## config.mk

```make
export PLATFORM = sky130hd
export DESIGN_NAME = wb_regfile_flat
export DESIGN_NICKNAME = d
export VERILOG_FILES = /design/src/rtl/wb_regfile_if.sv /design/src/rtl/wb_regfile.sv /design/src/flat_wrapper.sv
export SDC_FILE = /design/constraint.sdc
export NUM_CORES = 2
export LEC_CHECK = 0
export CAP_MARGIN = 20
export CORE_MARGIN = 2
export CORE_UTILIZATION = 30
export DETAILED_ROUTE_END_ITERATION = 10
export SKIP_LAST_GASP = 1
export SYNTH_ARGS = -nofsm -noshare
export SYNTH_HDL_FRONTEND = slang
export SYNTH_SLANG_ARGS = --single-unit
```

## constraint.sdc

```tcl
create_clock -name clk -period 30.4 [get_ports clk]
set_clock_uncertainty 0.15 [all_clocks]
set_input_delay 3.04 -clock clk [delete_from_list [all_inputs] [get_ports clk]]
set_output_delay 3.04 -clock clk [all_outputs]
set_load 0.05 [all_outputs]
```

## src/rtl/wb_regfile_if.sv

```systemverilog
// rtl/wb_regfile_if.sv - writeback / register-read bundle for wb_regfile
interface wb_regfile_if #(
    parameter int XLEN           = 32,
    parameter int REG_ADDR_WIDTH = 5
);
    logic                      alu_valid;
    logic [REG_ADDR_WIDTH-1:0] alu_rd;
    logic [XLEN-1:0]           alu_val;

    logic                      ld_valid;
    logic [REG_ADDR_WIDTH-1:0] ld_rd;
    logic [2:0]                ld_funct3;
    logic [1:0]                ld_offset;
    logic [XLEN-1:0]           ld_data;
    logic                      ld_ready;

    logic                      iss_valid;
    logic [REG_ADDR_WIDTH-1:0] iss_rd;

    logic [REG_ADDR_WIDTH-1:0] rs1_addr;
    logic [REG_ADDR_WIDTH-1:0] rs2_addr;
    logic [XLEN-1:0]           rs1_val;
    logic [XLEN-1:0]           rs2_val;
    logic                      rs1_busy;
    logic                      rs2_busy;

    logic                      wb_valid;
    logic [REG_ADDR_WIDTH-1:0] wb_rd;

    modport master (
        output alu_valid, alu_rd, alu_val,
        output ld_valid, ld_rd, ld_funct3, ld_offset, ld_data,
        input  ld_ready,
        output iss_valid, iss_rd,
        output rs1_addr, rs2_addr,
        input  rs1_val, rs2_val, rs1_busy, rs2_busy,
        input  wb_valid, wb_rd
    );

    modport slave (
        input  alu_valid, alu_rd, alu_val,
        input  ld_valid, ld_rd, ld_funct3, ld_offset, ld_data,
        output ld_ready,
        input  iss_valid, iss_rd,
        input  rs1_addr, rs2_addr,
        output rs1_val, rs2_val, rs1_busy, rs2_busy,
        output wb_valid, wb_rd
    );
endinterface

```

## src/rtl/wb_regfile.sv

```systemverilog
// rtl/wb_regfile.sv - register file with ALU/load writeback, load-return FIFO and busy scoreboard
module wb_regfile #(
    parameter int XLEN           = 32,
    parameter int REG_CNT        = 32,
    parameter int REG_ADDR_WIDTH = 5,
    parameter int LD_FIFO_DEPTH  = 4
) (
    input  logic          clk,
    input  logic          rst,
    wb_regfile_if.slave   bus
);
    localparam int PTR_W = $clog2(LD_FIFO_DEPTH);
    localparam int CNT_W = PTR_W + 1;
    localparam logic [CNT_W-1:0] FULL_CNT = CNT_W'(LD_FIFO_DEPTH);

    logic [XLEN-1:0]           regs [REG_CNT];
    logic [REG_CNT-1:0]        busy;
    logic [REG_CNT-1:0]        busy_next;

    logic [REG_ADDR_WIDTH-1:0] fifo_rd   [LD_FIFO_DEPTH];
    logic [2:0]                fifo_f3   [LD_FIFO_DEPTH];
    logic [1:0]                fifo_off  [LD_FIFO_DEPTH];
    logic [XLEN-1:0]           fifo_data [LD_FIFO_DEPTH];
    logic [PTR_W-1:0]          wr_ptr;
    logic [PTR_W-1:0]          rd_ptr;
    logic [CNT_W-1:0]          count;

    logic                      full;
    logic                      empty;
    logic                      push;
    logic                      pop;
    logic [XLEN-1:0]           shifted;
    logic [XLEN-1:0]           load_val;
    logic                      load_ok;
    logic                      clr_en;
    logic [REG_ADDR_WIDTH-1:0] clr_rd;
    logic [XLEN-1:0]           commit_val;
    logic                      commit_we;

    assign full  = (count == FULL_CNT);
    assign empty = (count == '0);
    // ALU results always win the single write port; the FIFO head drains otherwise.
    assign pop   = !empty && !bus.alu_valid;
    // A full FIFO that is draining this cycle still has room for one incoming beat.
    assign push  = bus.ld_valid && (!full || pop);
    assign bus.ld_ready = !full;

    assign shifted = fifo_data[rd_ptr] >> {fifo_off[rd_ptr], 3'b000};

    // Extract and extend the loaded field; unknown encodings are dropped.
    always_comb begin
        load_val = '0;
        load_ok  = 1'b0;
        case (fifo_f3[rd_ptr])
            3'b000: begin load_val = {{(XLEN-8){shifted[7]}}, shifted[7:0]};    load_ok = 1'b1; end
            3'b100: begin load_val = {{(XLEN-8){1'b0}}, shifted[7:0]};          load_ok = 1'b1; end
            3'b001: begin load_val = {{(XLEN-16){shifted[15]}}, shifted[15:0]}; load_ok = 1'b1; end
            3'b101: begin load_val = {{(XLEN-16){1'b0}}, shifted[15:0]};        load_ok = 1'b1; end
            3'b010: begin load_val = shifted;                                   load_ok = 1'b1; end
            default: begin load_val = '0; load_ok = 1'b0; end
        endcase
    end

    // Select this cycle's commit; a dropped load still retires its rd from the scoreboard.
    always_comb begin
        clr_en     = bus.alu_valid || pop;
        clr_rd     = bus.alu_valid ? bus.alu_rd  : fifo_rd[rd_ptr];
        commit_val = bus.alu_valid ? bus.alu_val : load_val;
        commit_we  = (bus.alu_valid || (pop && load_ok)) && (clr_rd != '0);
    end

    // Read ports with same-cycle forwarding of the committing value.
    always_comb begin
        bus.rs1_val = regs[bus.rs1_addr];
        bus.rs2_val = regs[bus.rs2_addr];
        if (commit_we && clr_rd == bus.rs1_addr) bus.rs1_val = commit_val;
        if (commit_we && clr_rd == bus.rs2_addr) bus.rs2_val = commit_val;
        if (bus.rs1_addr == '0) bus.rs1_val = '0;
        if (bus.rs2_addr == '0) bus.rs2_val = '0;
        bus.rs1_busy = busy[bus.rs1_addr] && !(clr_en && clr_rd == bus.rs1_addr);
        bus.rs2_busy = busy[bus.rs2_addr] && !(clr_en && clr_rd == bus.rs2_addr);
    end

    // Scoreboard update: clear on retire, then set on issue so issue wins a tie.
    always_comb begin
        busy_next = busy;
        if (clr_en) busy_next[clr_rd] = 1'b0;
        if (bus.iss_valid && bus.iss_rd != '0) busy_next[bus.iss_rd] = 1'b1;
        busy_next[0] = 1'b0;
    end

    // Architectural register array; x0 is never written.
    always_ff @(posedge clk or posedge rst) begin
        if (rst) begin
            for (int i = 0; i < REG_CNT; i++) regs[i] <= '0;
        end else if (commit_we) begin
            regs[clr_rd] <= commit_val;
        end
    end

    // Busy bits, FIFO pointers/count and writeback record.
    always_ff @(posedge clk or posedge rst) begin
        if (rst) begin
            busy     <= '0;
            wr_ptr   <= '0;
            rd_ptr   <= '0;
            count    <= '0;
            bus.wb_valid <= 1'b0;
            bus.wb_rd    <= '0;
        end else begin
            busy <= busy_next;
            if (push) wr_ptr <= wr_ptr + 1'b1;
            if (pop)  rd_ptr <= rd_ptr + 1'b1;
            case ({push, pop})
                2'b10:   count <= count + 1'b1;
                2'b01:   count <= count - 1'b1;
                default: count <= count;
            endcase
            bus.wb_valid <= commit_we;
            bus.wb_rd    <= commit_we ? clr_rd : '0;
        end
    end

    // Load-return payload storage; validity is tracked by the pointers alone.
    always_ff @(posedge clk) begin
        if (push) begin
            fifo_rd[wr_ptr]   <= bus.ld_rd;
            fifo_f3[wr_ptr]   <= bus.ld_funct3;
            fifo_off[wr_ptr]  <= bus.ld_offset;
            fifo_data[wr_ptr] <= bus.ld_data;
        end
    end
endmodule

```

## src/flat_wrapper.sv

```systemverilog
// flat-port wrapper written by rule: the top's interface ports become plain ports
module wb_regfile_flat 
#(
    parameter int XLEN           = 32,
    parameter int REG_CNT        = 32,
    parameter int REG_ADDR_WIDTH = 5,
    parameter int LD_FIFO_DEPTH  = 4
)
  (clk, rst, bus_alu_valid, bus_alu_rd, bus_alu_val, bus_ld_valid, bus_ld_rd, bus_ld_funct3, bus_ld_offset, bus_ld_data, bus_ld_ready, bus_iss_valid, bus_iss_rd, bus_rs1_addr, bus_rs2_addr, bus_rs1_val, bus_rs2_val, bus_rs1_busy, bus_rs2_busy, bus_wb_valid, bus_wb_rd);
  wb_regfile_if #(.XLEN(XLEN), .REG_ADDR_WIDTH(REG_ADDR_WIDTH)) bus_i ();
  input  logic clk;
  input  logic rst;
  input wire logic [$bits(bus_i.alu_valid)-1:0] bus_alu_valid;
  input wire logic [$bits(bus_i.alu_rd)-1:0] bus_alu_rd;
  input wire logic [$bits(bus_i.alu_val)-1:0] bus_alu_val;
  input wire logic [$bits(bus_i.ld_valid)-1:0] bus_ld_valid;
  input wire logic [$bits(bus_i.ld_rd)-1:0] bus_ld_rd;
  input wire logic [$bits(bus_i.ld_funct3)-1:0] bus_ld_funct3;
  input wire logic [$bits(bus_i.ld_offset)-1:0] bus_ld_offset;
  input wire logic [$bits(bus_i.ld_data)-1:0] bus_ld_data;
  output wire logic [$bits(bus_i.ld_ready)-1:0] bus_ld_ready;
  input wire logic [$bits(bus_i.iss_valid)-1:0] bus_iss_valid;
  input wire logic [$bits(bus_i.iss_rd)-1:0] bus_iss_rd;
  input wire logic [$bits(bus_i.rs1_addr)-1:0] bus_rs1_addr;
  input wire logic [$bits(bus_i.rs2_addr)-1:0] bus_rs2_addr;
  output wire logic [$bits(bus_i.rs1_val)-1:0] bus_rs1_val;
  output wire logic [$bits(bus_i.rs2_val)-1:0] bus_rs2_val;
  output wire logic [$bits(bus_i.rs1_busy)-1:0] bus_rs1_busy;
  output wire logic [$bits(bus_i.rs2_busy)-1:0] bus_rs2_busy;
  output wire logic [$bits(bus_i.wb_valid)-1:0] bus_wb_valid;
  output wire logic [$bits(bus_i.wb_rd)-1:0] bus_wb_rd;
  assign bus_i.alu_valid = bus_alu_valid;
  assign bus_i.alu_rd = bus_alu_rd;
  assign bus_i.alu_val = bus_alu_val;
  assign bus_i.ld_valid = bus_ld_valid;
  assign bus_i.ld_rd = bus_ld_rd;
  assign bus_i.ld_funct3 = bus_ld_funct3;
  assign bus_i.ld_offset = bus_ld_offset;
  assign bus_i.ld_data = bus_ld_data;
  assign bus_ld_ready = bus_i.ld_ready;
  assign bus_i.iss_valid = bus_iss_valid;
  assign bus_i.iss_rd = bus_iss_rd;
  assign bus_i.rs1_addr = bus_rs1_addr;
  assign bus_i.rs2_addr = bus_rs2_addr;
  assign bus_rs1_val = bus_i.rs1_val;
  assign bus_rs2_val = bus_i.rs2_val;
  assign bus_rs1_busy = bus_i.rs1_busy;
  assign bus_rs2_busy = bus_i.rs2_busy;
  assign bus_wb_valid = bus_i.wb_valid;
  assign bus_wb_rd = bus_i.wb_rd;
  wb_regfile #(.XLEN(XLEN), .REG_CNT(REG_CNT), .REG_ADDR_WIDTH(REG_ADDR_WIDTH), .LD_FIFO_DEPTH(LD_FIFO_DEPTH)) u_core (.clk(clk), .rst(rst), .bus(bus_i));
endmodule
```

### Word-level counts from Yosys, hierarchy flattened

Memories as Yosys holds them, arrays and structs flattened.
Cells that the tools add are included.

| operators by class | value |
|---|---|
| add/subtract/negate cells | 4 |
| $lt $le $gt $ge | 10 |
| equality and inequality tests | 9 |
| shifts and indexed selects | 1 |
| multiplexer cells | 31 |
| bitwise logic cells | 6 |
| reductions and logical operators | 30 |

Operator list:

| cell | count |
|---|---|
| $bwmux 1024 | 1 |
| $mux 32 | 12 |
| $bmux 32 s5 | 2 |
| $demux 32 s5 | 1 |
| $pmux 32 s5 | 1 |
| $and 32x32->32 | 1 |
| $not 32->32 | 1 |
| $or 32x32->32 | 1 |
| $shr 32x5->32 | 1 |
| $lt 5x6->1 const B | 4 |
| $ge 6x6->1 const B | 3 |
| $not 5->6 | 3 |
| $logic_and 1x1->1 | 14 |
| $bmux 1 s5 | 2 |
| $demux 1 s5 | 2 |
| $eq 5x5->1 | 2 |
| $ge 5x1->1 const B | 2 |
| $logic_not 5->1 | 2 |
| $mux 5 | 2 |
| $reduce_bool 5->1 | 2 |
| $eq 3x3->1 const B | 3 |
| $mux 1 | 7 |
| $logic_not 3->1 | 2 |
| $lt 6x1->1 const B | 1 |
| 12 further kinds | 19 |

| word-level totals | value |
|---|---|
| register bits after elaboration | 1068 |
| bits in writable memories | 168 |
| bits of input ports | 99 |
| output and inout port bits | 73 |
| word-level logic and storage cells | 133 |
| memories | 4 |

Memory list:

| name | depth | width | rd ports | clocked after memory_dff | write ports | line | RTL |
|---|---|---|---|---|---|---|---|
| u_core.fifo_data | 4 | 32 | 1 | 0 | 1 | wb_regfile.sv:23 | `logic [XLEN-1:0] fifo_data [LD_FIFO_DEPTH];` |
| u_core.fifo_rd | 4 | 5 | 1 | 0 | 1 | wb_regfile.sv:20 | `logic [REG_ADDR_WIDTH-1:0] fifo_rd [LD_FIFO_DEPTH];` |
| u_core.fifo_f3 | 4 | 3 | 1 | 0 | 1 | wb_regfile.sv:21 | `logic [2:0] fifo_f3 [LD_FIFO_DEPTH];` |
| u_core.fifo_off | 4 | 2 | 1 | 0 | 1 | wb_regfile.sv:22 | `logic [1:0] fifo_off [LD_FIFO_DEPTH];` |

### Logic depth before layout (Yosys ltp)

An unclocked memory read counts as a cell.

| depth | value |
|---|---|
| depth after elaboration | 11 |
| mapped depth | 13 |

### Worst setup path after synthesis

OpenSTA, ideal clock, no wires.

| path | value |
|---|---|
| path kind | input port to output port |
| start | in bus_rs2_addr[0] |
| end | out bus_rs2_val[14] |
| arrival time | 6218 ps |
| required time | 27210 ps |
| setup slack | 20992 ps |
| cell stages on the path | 11 |
| buffers on the path | 5 |
| cell sequence | clkbuf_1 buf_2 buf_2 buf_2 nor2_1 clkbuf_1 a22oi_1 a32oi_1 o21ai_0 a31oi_1 a211oi_1 |

| on the way | value |
|---|---|
| longest elaborated chain between the ends | 6 |
| elaborated cells on any way between the ends | 9 |
| those cells by class | 1 x eq/ne; 5 x mux; 1 x bitwise; 2 x reduce/logical |

Ends and longest elaborated chain:

| what | line | RTL |
|---|---|---|
| start: declaration | flat_wrapper.sv:25 | `input wire logic [$bits(bus_i.rs2_addr)-1:0] bus_rs2_addr;` |
| $not 5->6 (not written as such) | wb_regfile.sv:75 | `bus.rs2_val = regs[bus.rs2_addr];` |
| $bmux 32 s5 | wb_regfile.sv:75 |  |
| $mux 32 (not written as such) (2 in a row) | wb_regfile.sv:75 |  |
| $mux 32 | wb_regfile.sv:77 | `if (commit_we && clr_rd == bus.rs2_addr) bus.rs2_val = commit_val;` |
| $mux 32 (*) | wb_regfile.sv:79 | `if (bus.rs2_addr == '0) bus.rs2_val = '0;` |
| end: declaration | flat_wrapper.sv:27 | `output wire logic [$bits(bus_i.rs2_val)-1:0] bus_rs2_val;` |

Mark *: on every way between the ends. The rest lies on a longest branch, timed or not. The select of a mux whose other input is x is not followed.

### Worst setup path in the final report

| path | value |
|---|---|
| start | in bus_rs2_addr[1] |
| end | out bus_rs2_val[25] |

Same word-level chain as after synthesis.

==> metrics.txt <==
Max stage delay cell, worst path buf_4; Critical Path End bus_rs2_val[25]; Die Area 214000 um^2; initial antenna violation count 6; number of global-route vias before repair 46000; H-tree lvl count 4; status completed; Max Slew Vio Count 0; Area growth syn-to-layout 13.7%; Final Power 6.97 mW; cts hold-fix bufs 0; gr ovfl total 0; Synth Flop Type dfrtp_1; Buf/Inv on CP 5; Max-cap violations 0; most common cell after layout, fill and taps aside nand2_1; Rel. slew slack 19.7%; DR vias/cell 5.64; Worst setup EP type output port; CP Depth 11; first-pass GRT wire length 316000 um; Via Count 46100; hpwl dp 126000 um; # fillers 20500; Final Util 34.2%; Top delay family on crit path buffers and inverters; Synth cell types 51; total track usage 19.9%; xor/xnor share of the synthesized area 0.222%; R2R depth 9; final wirelength 213000 um; final setup violating endpoints 0; num ports 172; Die Span Y 462 um; number of port buffers 171; Core ar. 209000 um^2; layout cells sized above 1 18.9%; largest family of logic cells by synthesized area multiplexers; Core Rows 168; CP max FO 79; register area share after synthesis 50.4%; Die W 462 um; CTS tree done; yosys warns 0; CP most frequent cell buf_4; FF-to-FF Start u_core.rd_ptr[0]; setup ws final 18650 ps; most frequent cells in the layout nand2_1 (1106), dfrtp_1 (1066), o21ai_0 (745); Num CTS Buffers 130; Wirelength per Cell 26.1 um; cell area power density 97.3 nW/um^2; DR pass1 iterations 6; Synth Area in Compound Gates 13.3%; Setup TNS 0 ps; Yosys reg bits 1236; GP Congestion 0.829; adder-cell share of the synthesized area 0.131%; Clock Sinks 1236; Data required, critical path 27210 ps; clock-pin slew on the worst setup and hold paths 60 ps; mux share of post-synthesis cell area 23.8%; crit-path max cell delay 910 ps; pin count of the biggest net entering global routing 177; dpl cell area 67300 um^2; Post-CTS Resized 0; design area 71600 um^2; Slew @ Worst Pin 1200 ps; simple-gate portion of the synthesized area 8.31%; CP Launch Point bus_rs2_addr[1]; Initial Util 30.1%; crit-path cells buf_8 > buf_4 > buf_4 > buf_4 > mux2i_1 > a22oi_1 > a32oi_1 > o21ai_0 > a31oi_1 > a211oi_1 > clkdlybuf4s50_1; Critical Path Start Type primary input; r2r setup slk 25400 ps; maximum clock rate 85.1 MHz; layout net count 5391; Tmin final 11750 ps; Iteration-0 DRC Markers 5407; Peak VDD IR 0.0000580 V; Fin. Hold Viols 0; Setup Buffers After CTS 0; CP Class primary input to output port; Post-Syn Area per Cell 11.6 um^2; critical path arrival 8560 ps; Hold/Removal Path Class flop to flop; Max clock buf depth 3; unrepaired setup endpoints after global routing false; clk_lat worst skew 780 ps; post-place setup slack 18750 ps; root buffer cell clkbuf_16; EDFF count, synth 168; Final period util 38.7%; Post-DRT Antenna Nets 0; gate count after technology mapping 5444; Mapped Nets 5549; Crit Reg-Reg Endpoint u_core.regs[688]; ys async rst share 86.4%; cell leakage power 28.9 nW; Mapped Area 63000 um^2; # DRC 0
cell usage after synthesis, drive strengths merged, types with 4 or more instances:
cell | number | area share [%]
mux2i | 219 | 3.5
nor2 | 24 | 0.14
clkbuf | 453 | 2.7
or3 | 20 | 0.20
and2 | 13 | 0.13
ha | 5 | 0.099
a211oi | 119 | 1.4
nor2b | 16 | 0.16
o31ai | 6 | 0.15
o21ai | 1114 | 8.9
xnor2 | 11 | 0.15
mux4 | 557 | 20
nand2b | 57 | 0.57
edfxtp | 168 | 8.0
a22oi | 56 | 0.67
a31oi | 64 | 0.64
a2bb2oi | 6 | 0.083
nor3 | 4 | 0.032
nand4 | 4 | 0.040
and3 | 6 | 0.060
o22ai | 16 | 0.24
nand3b | 5 | 0.060
or2 | 6 | 0.060
inv | 10 | 0.060
buf | 145 | 1.0
nand3 | 19 | 0.16
nand2 | 1106 | 6.6
a21oi | 59 | 0.47
mux2 | 19 | 0.34
a32oi | 48 | 0.67
xor2 | 5 | 0.070
dfrtp | 1068 | 42
worst min path at each step:
stage,startpoint,end,cells past startpoint,slack (ps)
final,u_core.regs[999],u_core.regs[999],0,250
after global routing,u_core.regs[999],u_core.regs[999],0,260
after CTS,u_core.regs[1000],u_core.regs[1000],0,250
after detailed placement,u_core.regs[1000],u_core.regs[1000],0,230
after global placement,u_core.regs[999],u_core.regs[999],0,230
after floorplan,u_core.regs[1000],u_core.regs[1000],1,290
per-stage QoR:
stage,instances,hold WS (ps)
final,8185,245
after detailed placement,7954,234
after global routing,8183,259
after floorplan,5444,291
after global placement,7951,226
after CTS,8177,247
cells by family (layout without fill, tap and decap cells):
kind of cell | after synthesis | after routing
AO/OA/AOI/OAI | 1495 | 1495
buffers and inverters | 608 | 541
multiplexers | 795 | 795
adder cells (fa/ha/maj) | 6 | 6
AND/OR/NAND/NOR | 1288 | 1288
other | 0 | 3
flip-flops | 1236 | 1236
XOR/XNOR | 16 | 16
final cells by class:
type | count | area, um^2 | share of cell area, %
antenna | 3 | 7.51 | 0.0105
clock inverter | 44 | 448 | 0.625
inverter | 10 | 41.3 | 0.0576
clock buffer | 179 | 3700 | 5.17
timing repair buffer | 308 | 2900 | 4.05
multi-input combinational | 3600 | 29200 | 40.8
sequential | 1236 | 31800 | 44.4
tap | 2805 | 3510 | 4.90
registers in the layout, indices dropped and copies added (netlist names):
| register | count |
|---|---|
| u_core.fifo_f3 | 12 |
| u_core.regs | 1024 |
| u_core.fifo_rd | 20 |
| u_core.count | 3 |
| u_core.bus.wb_valid | 1 |
| u_core.fifo_off | 8 |
| u_core.bus.wb_rd | 5 |
| u_core.rd_ptr | 2 |
| u_core.wr_ptr | 2 |
| u_core.fifo_data | 128 |
| u_core.busy | 31 |
per-layer routing:
metal	wire length [um]	global-route usage, %	vias to the layer above	part of all wire (%)
met4	7380	7.18	4	3.5
li1	-	-	19800	-
met2	98600	31.1	2052	46
met5	24	0	-	0.011
met3	16900	3.86	395	7.9
met1	90400	27.7	23900	42
power breakdown:
group,total (mW),switching (mW),internal [mW]
Clock,1.59,0.686,0.904
Combinational,2.59,1.52,1.07
Sequential,2.79,0.458,2.33
No activity file was read; power rests on OpenSTA's default activity.
